==> src/rtl/adding_machine_pkg.sv <==
// adding_machine_pkg
// Shared definitions for the adding-machine control unit: opcode values,
// instruction-register field positions, the controller state encoding and
// the per-state Moore control word.
// No ports (package).

package adding_machine_pkg;

    // Opcodes carried in IR[7:6]
    localparam logic [1:0] OP_LDA  = 2'b00;
    localparam logic [1:0] OP_ADDI = 2'b01;
    localparam logic [1:0] OP_JMP  = 2'b10;
    localparam logic [1:0] OP_HLT  = 2'b11;

    // Instruction register field positions
    localparam int IR_OP_HI = 7;
    localparam int IR_OP_LO = 6;
    localparam int IR_ADR_W = 6;

    typedef enum logic [2:0] {
        ST_IDLE     = 3'd0,
        ST_FETCH    = 3'd1,
        ST_DECODE   = 3'd2,
        ST_EXEC_LDA = 3'd3,
        ST_EXEC_ADD = 3'd4,
        ST_EXEC_JMP = 3'd5,
        ST_HALT     = 3'd6,
        ST_ERROR    = 3'd7
    } state_t;

    // Control outputs that depend only on the state. The strobes that are
    // qualified by mem_rdy are derived from mem_rd/pc_on_adr/ir_on_adr in
    // the top level instead.
    typedef struct packed {
        logic mem_rd;
        logic pc_on_adr;
        logic ir_on_adr;
        logic clr_pc;
        logic ld_pc;
        logic do_add;
        logic halted;
        logic error;
    } ctrl_t;

    function automatic ctrl_t state_ctrl(input state_t s);
        ctrl_t c;
        c = '0;
        case (s)
            ST_IDLE:     c.clr_pc = 1'b1;
            ST_FETCH: begin
                c.mem_rd    = 1'b1;
                c.pc_on_adr = 1'b1;
            end
            ST_EXEC_LDA: begin
                c.mem_rd    = 1'b1;
                c.ir_on_adr = 1'b1;
            end
            ST_EXEC_ADD: c.do_add = 1'b1;
            ST_EXEC_JMP: c.ld_pc  = 1'b1;
            ST_HALT:     c.halted = 1'b1;
            ST_ERROR:    c.error  = 1'b1;
            default:     c = '0;
        endcase
        return c;
    endfunction

endpackage

==> src/rtl/adding_machine_controller_mem_wait_timer.sv <==
// mem_wait_timer
// Counts wait states of a memory read and flags a timeout.
// Ports:
//   clock    in   system clock, rising edge
//   reset    in   asynchronous active-low reset
//   mem_rd   in   a read request is outstanding this cycle
//   mem_rdy  in   memory returns data this cycle
//   timeout  out  this cycle is the TIMEOUT-th consecutive wait state

module mem_wait_timer #(
    parameter int TIMEOUT = 15,
    parameter int CNT_W   = 8
) (
    input  logic clock,
    input  logic reset,
    input  logic mem_rd,
    input  logic mem_rdy,
    output logic timeout
);

    localparam logic [CNT_W-1:0] LAST_WAIT = CNT_W'(TIMEOUT - 1);
    localparam logic [CNT_W-1:0] CNT_ONE   = CNT_W'(1);

    logic [CNT_W-1:0] wait_cnt;

    // Every memory state is entered from a cycle that either had no read
    // outstanding or completed one, so clearing on those two conditions
    // also gives the clear-on-entry behaviour.
    always_ff @(posedge clock or negedge reset) begin
        if (!reset) begin
            wait_cnt <= '0;
        end else if (!mem_rd || mem_rdy) begin
            wait_cnt <= '0;
        end else begin
            wait_cnt <= wait_cnt + CNT_ONE;
        end
    end

    // The counter reaches TIMEOUT on the edge that ends this wait cycle;
    // a mem_rdy in the same cycle suppresses the timeout.
    assign timeout = mem_rd && !mem_rdy && (wait_cnt >= LAST_WAIT);

endmodule

==> src/rtl/adding_machine_controller.sv <==
// adding_machine_controller
// Control unit for the 8-bit accumulator adding machine. Sequences
// fetch/decode/execute, drives the datapath strobes and runs a ready-based
// read handshake with program memory.
// Ports:
//   clock      in   system clock, rising edge
//   reset      in   asynchronous active-low reset
//   start      in   one-cycle pulse, begins execution from address 0
//   ir_in      in   instruction register from the datapath
//   mem_rdy    in   memory read data valid this cycle
//   mem_rd     out  memory read request
//   load_IR    out  IR load strobe
//   load_acc   out  accumulator load strobe
//   sel_alu    out  accumulator mux selects ALU result
//   sel_bus    out  accumulator mux selects Data_bus_in
//   pass_add   out  ALU add (1) / pass (0)
//   ir_on_adr  out  address mux selects IR[5:0]
//   pc_on_adr  out  address mux selects PC
//   ld_pc      out  PC loads IR[5:0]
//   clr_pc     out  PC clears to 0
//   inc_pc     out  PC increments
//   halted     out  HALT state
//   error      out  ERROR state (memory timeout)

module adding_machine_controller
    import adding_machine_pkg::*;
#(
    parameter int TIMEOUT = 15,
    parameter int CNT_W   = 8
) (
    input  logic       clock,
    input  logic       reset,
    input  logic       start,
    input  logic [7:0] ir_in,
    input  logic       mem_rdy,
    output logic       mem_rd,
    output logic       load_IR,
    output logic       load_acc,
    output logic       sel_alu,
    output logic       sel_bus,
    output logic       pass_add,
    output logic       ir_on_adr,
    output logic       pc_on_adr,
    output logic       ld_pc,
    output logic       clr_pc,
    output logic       inc_pc,
    output logic       halted,
    output logic       error
);

    state_t      state;
    state_t      next_state;
    ctrl_t       ctrl_q;
    logic        timeout;
    logic        lda_done;
    logic [1:0]  opcode;
    logic        ir_adr_unused;

    assign opcode = ir_in[IR_OP_HI:IR_OP_LO];

    // The operand field is routed to the PC and address mux inside the
    // datapath; the controller only looks at the opcode.
    assign ir_adr_unused = ^ir_in[IR_ADR_W-1:0];

    mem_wait_timer #(
        .TIMEOUT (TIMEOUT),
        .CNT_W   (CNT_W)
    ) u_wait_timer (
        .clock   (clock),
        .reset   (reset),
        .mem_rd  (ctrl_q.mem_rd),
        .mem_rdy (mem_rdy),
        .timeout (timeout)
    );

    // Next-state logic. In the memory states a completing transfer takes
    // priority over a timeout in the same cycle.
    always_comb begin
        next_state = state;
        case (state)
            ST_IDLE: begin
                if (start) next_state = ST_FETCH;
            end
            ST_FETCH: begin
                if (mem_rdy)      next_state = ST_DECODE;
                else if (timeout) next_state = ST_ERROR;
            end
            ST_DECODE: begin
                case (opcode)
                    OP_LDA:  next_state = ST_EXEC_LDA;
                    OP_ADDI: next_state = ST_EXEC_ADD;
                    OP_JMP:  next_state = ST_EXEC_JMP;
                    default: next_state = ST_HALT;
                endcase
            end
            ST_EXEC_LDA: begin
                if (mem_rdy)      next_state = ST_FETCH;
                else if (timeout) next_state = ST_ERROR;
            end
            ST_EXEC_ADD: next_state = ST_FETCH;
            ST_EXEC_JMP: next_state = ST_FETCH;
            ST_HALT: begin
                if (start) next_state = ST_IDLE;
            end
            ST_ERROR: begin
                if (start) next_state = ST_IDLE;
            end
            default: next_state = ST_IDLE;
        endcase
    end

    // State register with the Moore control word registered alongside it,
    // decoded from the state being entered so it is glitch-free.
    always_ff @(posedge clock or negedge reset) begin
        if (!reset) begin
            state  <= ST_IDLE;
            ctrl_q <= state_ctrl(ST_IDLE);
        end else begin
            state  <= next_state;
            ctrl_q <= state_ctrl(next_state);
        end
    end

    assign mem_rd    = ctrl_q.mem_rd;
    assign pc_on_adr = ctrl_q.pc_on_adr;
    assign ir_on_adr = ctrl_q.ir_on_adr;
    assign clr_pc    = ctrl_q.clr_pc;
    assign ld_pc     = ctrl_q.ld_pc;
    assign halted    = ctrl_q.halted;
    assign error     = ctrl_q.error;

    // Load strobes only fire with mem_rdy, so an interrupted read never
    // disturbs IR, PC or the accumulator.
    assign load_IR  = ctrl_q.pc_on_adr & mem_rdy;
    assign inc_pc   = ctrl_q.pc_on_adr & mem_rdy;
    assign lda_done = ctrl_q.ir_on_adr & mem_rdy;
    assign sel_bus  = lda_done;
    assign load_acc = lda_done | ctrl_q.do_add;
    assign sel_alu  = ctrl_q.do_add;
    assign pass_add = ctrl_q.do_add;

    assert property (@(posedge clock) disable iff (!reset) !(sel_alu && sel_bus));
    assert property (@(posedge clock) disable iff (!reset) !(ir_on_adr && pc_on_adr));
    assert property (@(posedge clock) disable iff (!reset) $onehot0({ld_pc, clr_pc, inc_pc}));

endmodule

==> config.mk <==
export PLATFORM = sky130hd
export DESIGN_NAME = adding_machine_controller
export DESIGN_NICKNAME = d
export VERILOG_FILES = /design/src/rtl/adding_machine_pkg.sv /design/src/rtl/adding_machine_controller_mem_wait_timer.sv /design/src/rtl/adding_machine_controller.sv
export SDC_FILE = /design/constraint.sdc
export NUM_CORES = 1
export LEC_CHECK = 0
export ABC_AREA = 1
export CAP_MARGIN = 15
export CORE_AREA = 2 2 67 69
export CTS_BUF_LIST = sky130_fd_sc_hd__clkbuf_8
export DETAILED_ROUTE_END_ITERATION = 8
export DIE_AREA = 0 0 69 71
export SYNTH_ARGS = -nofsm -noshare
export SYNTH_HDL_FRONTEND = slang
export SYNTH_SLANG_ARGS = --single-unit
==> constraint.sdc <==
create_clock -name clock -period 1.95 [get_ports clock]
set_input_delay 0.39 -clock clock [delete_from_list [all_inputs] [get_ports clock]]
set_output_delay 0.39 -clock clock [all_outputs]
set_load 0.005 [all_outputs]
* After elaboration in Yosys (flattened, before gate mapping)
Cells that the tools add are included.
** Storage, ports and cells
- Flip-flop bits (word level) :: 19
- Input port bits :: 12
- Output and inout bits :: 13
- Logic and storage cells :: 57
** Operators by class
- $add $sub $neg :: 1
- $lt $le $gt $ge :: 1
- Equality and inequality tests :: 15
- Mux-type cells :: 16
- Bitwise operators :: 3
- Reductions and logical operators :: 11
** Operators by type and width (number)
- == test 3 bit (second input constant) :: 8
- case mux 3 bit (6 select lines) :: 1
- 2-to-1 mux 3 bit :: 5
- == test 3 x 2 -> 1 bit (second input constant) :: 3
- case mux 3 bit (3 select lines) :: 1
- adder 8 x 1 -> 8 bit (second input constant) :: 1
- greater-or-equal comparator 8 x 4 -> 1 bit (second input constant) :: 1
- 2-to-1 mux 1 bit :: 8
- 2-to-1 mux 8 bit :: 1
- == test 3 x 1 -> 1 bit (second input constant) :: 2
- logical NOT 3 bit :: 2
- OR reduction 2 bit :: 3
- AND 1 bit :: 2
- == test 2 x 1 -> 1 bit (second input constant) :: 1
- == test 2 bit (second input constant) :: 1
- logical AND 1 bit :: 2
- logical NOT 1 bit :: 2
- logical NOT 2 bit :: 1
- logical OR 1 bit :: 1
- OR 1 bit :: 1

* Logic depth before layout (Yosys ltp)
- Word-level depth :: 9
- Depth in mapped cells :: 12

* Modules after synthesis
A second synthesis with hierarchy kept.
** Second synthesis, totals
- Cell total of the unflattened synthesis :: 135
- Area, all modules :: 1048.5 sq um
** By module, submodules not included
- adding_machine_controller :: times used 1, cells each 81, area each 618.1 sq um
- mem_wait_timer :: times used 1, cells each 54, area each 430.4 sq um

* Least setup slack after synthesis
No wires, ideal clock.
- Path kind :: input-to-reg
- From :: input port ir_in[6]
- To :: register ctrl_q (netlist bit clr_pc)
- Setup time :: 0.067 ns
- Arrival :: 1.203 ns
- Data required time :: 1.883 ns
- Slack :: 0.680 ns
- Stages on the path :: 9
- Path buffers :: 0
- Path through :: inv_1 > ha_1 > nor2_1 > nor2_1 > nor2_4 > nor2_2 > nor2_2 > nand3_1 > nor2_1
** On the way
- Cells in the longest elaborated chain, start to end :: 5
- Elaborated cells between the ends (all ways) :: 7
- Classes of those cells :: eq/ne: 2; mux: 3; reduce/logical: 2
** Ends and longest elaborated chain
- start: declaration :: RTL line adding_machine_controller.sv:34 : input logic [7:0] ir_in,
- == test 2 bit, or another cell as far along :: RTL line adding_machine_controller.sv:89 : case (opcode)
- case mux 3 bit (3 select lines) (*) :: RTL line adding_machine_controller.sv:89
- case mux 3 bit (6 select lines) (*) :: RTL line adding_machine_controller.sv:80 : case (state)
- logical NOT 3 bit (*) :: RTL line adding_machine_pkg.sv:48 : case (s)
- 2-to-1 mux 1 bit (*) :: RTL line adding_machine_pkg.sv:48
- end signal: assignment :: RTL line adding_machine_controller.sv:117 : ctrl_q <= state_ctrl(ST_IDLE);
- end signal: assignment :: RTL line adding_machine_controller.sv:120 : ctrl_q <= state_ctrl(next_state);
- end: declaration :: RTL line adding_machine_controller.sv:53 : ctrl_t ctrl_q;
Every way passes the cells marked *; elsewhere a longest branch is shown, timed or not.

* Final worst setup path
- From :: input port mem_rdy
- To :: output port load_acc
** On the way
- Cells in the longest elaborated chain, start to end :: 2
** Ends and longest elaborated chain
- start: declaration :: RTL line adding_machine_controller.sv:35 : input logic mem_rdy,
- AND 1 bit :: RTL line adding_machine_controller.sv:136 : assign lda_done = ctrl_q.ir_on_adr & mem_rdy;
- OR 1 bit :: RTL line adding_machine_controller.sv:138 : assign load_acc = lda_done | ctrl_q.do_add;
- end: declaration :: RTL line adding_machine_controller.sv:38 : output logic load_acc,
Every way passes these cells.

==> impl_results.md <==
* Setup repair bufs after CTS at 0
* Clock slew at the register clock pins of the worst setup and hold paths at approximately 70 ps
* Commonest non-fill, non-tap cells in the layout: sky130_fd_sc_hd__nor2_1 (22), sky130_fd_sc_hd__nand2_1 (21), sky130_fd_sc_hd__dfrtp_1 (18)
* Remaining antenna violation count at 0
* Dominant cells by area after synthesis: sky130_fd_sc_hd__dfrtp_1 (44%), sky130_fd_sc_hd__nor2_1 (8.1%), sky130_fd_sc_hd__nand2_1 (7.7%)
* RSZ-0062 raised after global routing: false
* Antenna Cells at 0
* Launching element of the worst setup path: mem_rdy
* Met3 Track Usage GR at 0.0356
* Detailed-routing iteration count for the pre-antenna-repair pass at 4
* Register bit total from synthesis at 19
* Wire length of the first global-routing pass at around 3400 um
* Filler cell count at approximately 470
* Static leakage power at between 0.6 and 0.7 nW
* Num rows at 24
* # IOs at 25
* Fin util at 0.313
* Crit path setup slack, layout at between 90 and 100 ps
* Hold Buf Count CTS at 0
* Worst skew pair latency at 260 ps
* Layout Skew at ~2.0 ps
* HPWL after detailed placement at approximately 1500 um
* Result of the run: finished, final reports clean
* Effective utilization at floorplan at 0.242
* Max-cap viol count at 0
* Initial antenna violation count at 0
* Clk Tree Root Cell: sky130_fd_sc_hd__clkbuf_8
* CP max stage delay at 440 ps
* Placeable Area at roughly 4200 sq um
* Part of the cycle the worst path needs at 0.952
* Synth warn at 0
* Die footprint at approximately 4900 sq um
* Worst min-delay path class: in2async
* Total nets after synthesis at 143
* Largest net degree at the start of global routing at 20
* Floorplan die width at about 70 um
* Die outline height at ~70 um
* Total number of nets in the final design at approximately 170
* Critical Setup Path Class: in2out
* Detailed-route wire length at around 1900 um
* Final setup violating endpoints at 0
* Critical Path AT at approximately 1500 ps
* Max Freq at 0.539 GHz
* H-tree lvl count at 1
* Number of vias after detailed routing at between 700 and 800
* Power per standard cell area at ~1100 nW/um^2
* Bufs on Longest Clock Path at 2
* Crit start category: input port
* Reg2reg start: u_wait_timer.wait_cnt[0]$_DFF_PN0_
* Worst Path Required at 1560 ps
* Relative slew slack at 0.778
* TritonCTS clock tree: built
* Critical Path, Cell by Cell: dlygate4sd2_1 > nand2_1 > inv_1 > or2_2 > clkdlybuf4s50_1
* Met2 usage at 0.138
* Area grow syn2layout at 29.2%
* Overall global routing resource usage at 0.0852
* Vias/cell at 3.96
* Placer's final routability congestion estimate at ~0.75
* Critical path's slowest cell: sky130_fd_sc_hd__clkdlybuf4s50_1
* Global route overflow at 0
* Synth top area share at 0.442
* Post-synthesis instance total at about 130
* Post-cts resize count at 1
* Biggest area consumer among synthesized cells: sky130_fd_sc_hd__dfrtp_1
* Max IR drop VDD at between 0.4 and 0.5 mV
* Met1 usage at 0.107
* Number of max-slew violations in the final report at 0
* Final Critical Period at 1860 ps
* Sequential fraction of the synthesis area at 0.468
* Number of buffers inserted during clock tree synthesis at 3
* Number of remaining DRC errors at 0
* Starting DRC count in detailed routing at 58
* Worst setup EP type: output port
* Average instance area after synthesis at about 8.1 sq um
* Hold Fails Final Rpt at 0
* Most common library cell in the layout ignoring fill and taps: sky130_fd_sc_hd__nor2_1
* WL per Instance at 9.34 um
* Number of global-route vias before repair at 782
* Placement-stage worst setup slack at -121 ps
* Distinct cells, synth at 22
* Largest fanout of any net on the critical path at 3
* Slew at the pin closest to its max-slew limit at 330 ps
* Fraction of final layout cells with drive strength greater than 1 at 0.188
* Count of buffers from port buffering at 18
* Syn Std Cell Area at 1020 sq um
* Most Used Layer, Global Route: met2
* Number of clock sinks at 19
power by group:
part,leakage (nW),switching [W],internal (W),total [W]
logic,0.358,0.000313,0.000291,0.000604
clock network,0.0255,0.000137,0.000142,0.000279
registers,0.255,0.0000652,0.000486,0.000551
total,0.638,0.000515,0.000919,0.00143
layout make-up:
| cell class | count | area (sq um) | share of cell area |
|---|---|---|---|
| Timing Repair Buffer | 21 | 201 | 0.153 |
| Clock inverter | 1 | 5.00 | 0.00380 |
| Sequential cell | 19 | 477 | 0.362 |
| Inverter | 22 | 82.6 | 0.0627 |
| Multi-Input combinational cell | 83 | 444 | 0.337 |
| Tap cell | 52 | 65.1 | 0.0494 |
| Clock buffer | 3 | 41.3 | 0.0314 |
kinds of logic after synthesis:
| kind of cell | Yosys count | share of synthesized area |
|---|---|---|
| buffers and inverters | 24 | 0.0958 |
| adder cells (fa/ha/maj) | 5 | 0.0614 |
| AND/OR/NAND/NOR | 68 | 0.314 |
| XOR/XNOR | 1 | 0.00860 |
| AO/OA/AOI/OAI | 9 | 0.0516 |
| flip-flops | 19 | 0.468 |
per-layer routing:
layer,part of all wire,wire length [um]
met5,0,0
met4,0,0
met3,0.037,70
met2,0.47,874
met1,0.50,932
registers in the layout (all words and copies together) (netlist names):
name	count
u_wait_timer.wait_cnt	8
state	3
clr_pc	1
error	1
halted	1
ir_on_adr	1
ld_pc	1
mem_rd	1
pass_add	1
pc_on_adr	1
worst max-delay path: cells and delay by family:
| family | cells | cell delay (ps) |
|---|---|---|
| AND/OR/NAND/NOR | 2 | 330 |
| buffers and inverters | 3 | 740 |
metrics by stage:
step	setup TNS (ps)	power, W	instances	hold WS [ps]	area, sq um
after detailed placement	-121	0.00117	197	481	1270
after global routing	0	0.00156	201	483	1320
after CTS	0	0.00146	201	463	1320
final	0	0.00143	201	459	1320
after global placement	-99.3	0.00117	197	481	1270
after floorplan	0	0.000925	126	94.4	1020
synthesized netlist by cell type (all sizes together):
cell type,n
xnor2,1
nor4,1
dfrtp,18
buf,2
o22ai,1
nand3,8
dfstp,1
nor2,29
clkinv,1
o21ai,3
nand2,26
inv,21
a21oi,4
or2,1
o21bai,1
nor3,3
ha,5
worst paths after layout:
check                                                          end  slack [ps]  depth (start not counted)
worst min-delay path                               error$_DFF_PN0_         460                          2
worst max-delay path                                      load_acc          90                          5
worst max register to register                 ir_on_adr$_DFF_PN0_         560                         12
min in group clock              u_wait_timer.wait_cnt[0]$_DFF_PN0_         490                          1
max in group asynchronous                         clr_pc$_DFF_PN1_        1230                          2
worst min register to register  u_wait_timer.wait_cnt[0]$_DFF_PN0_         490                          1
Power figures use the tool's default switching activity.
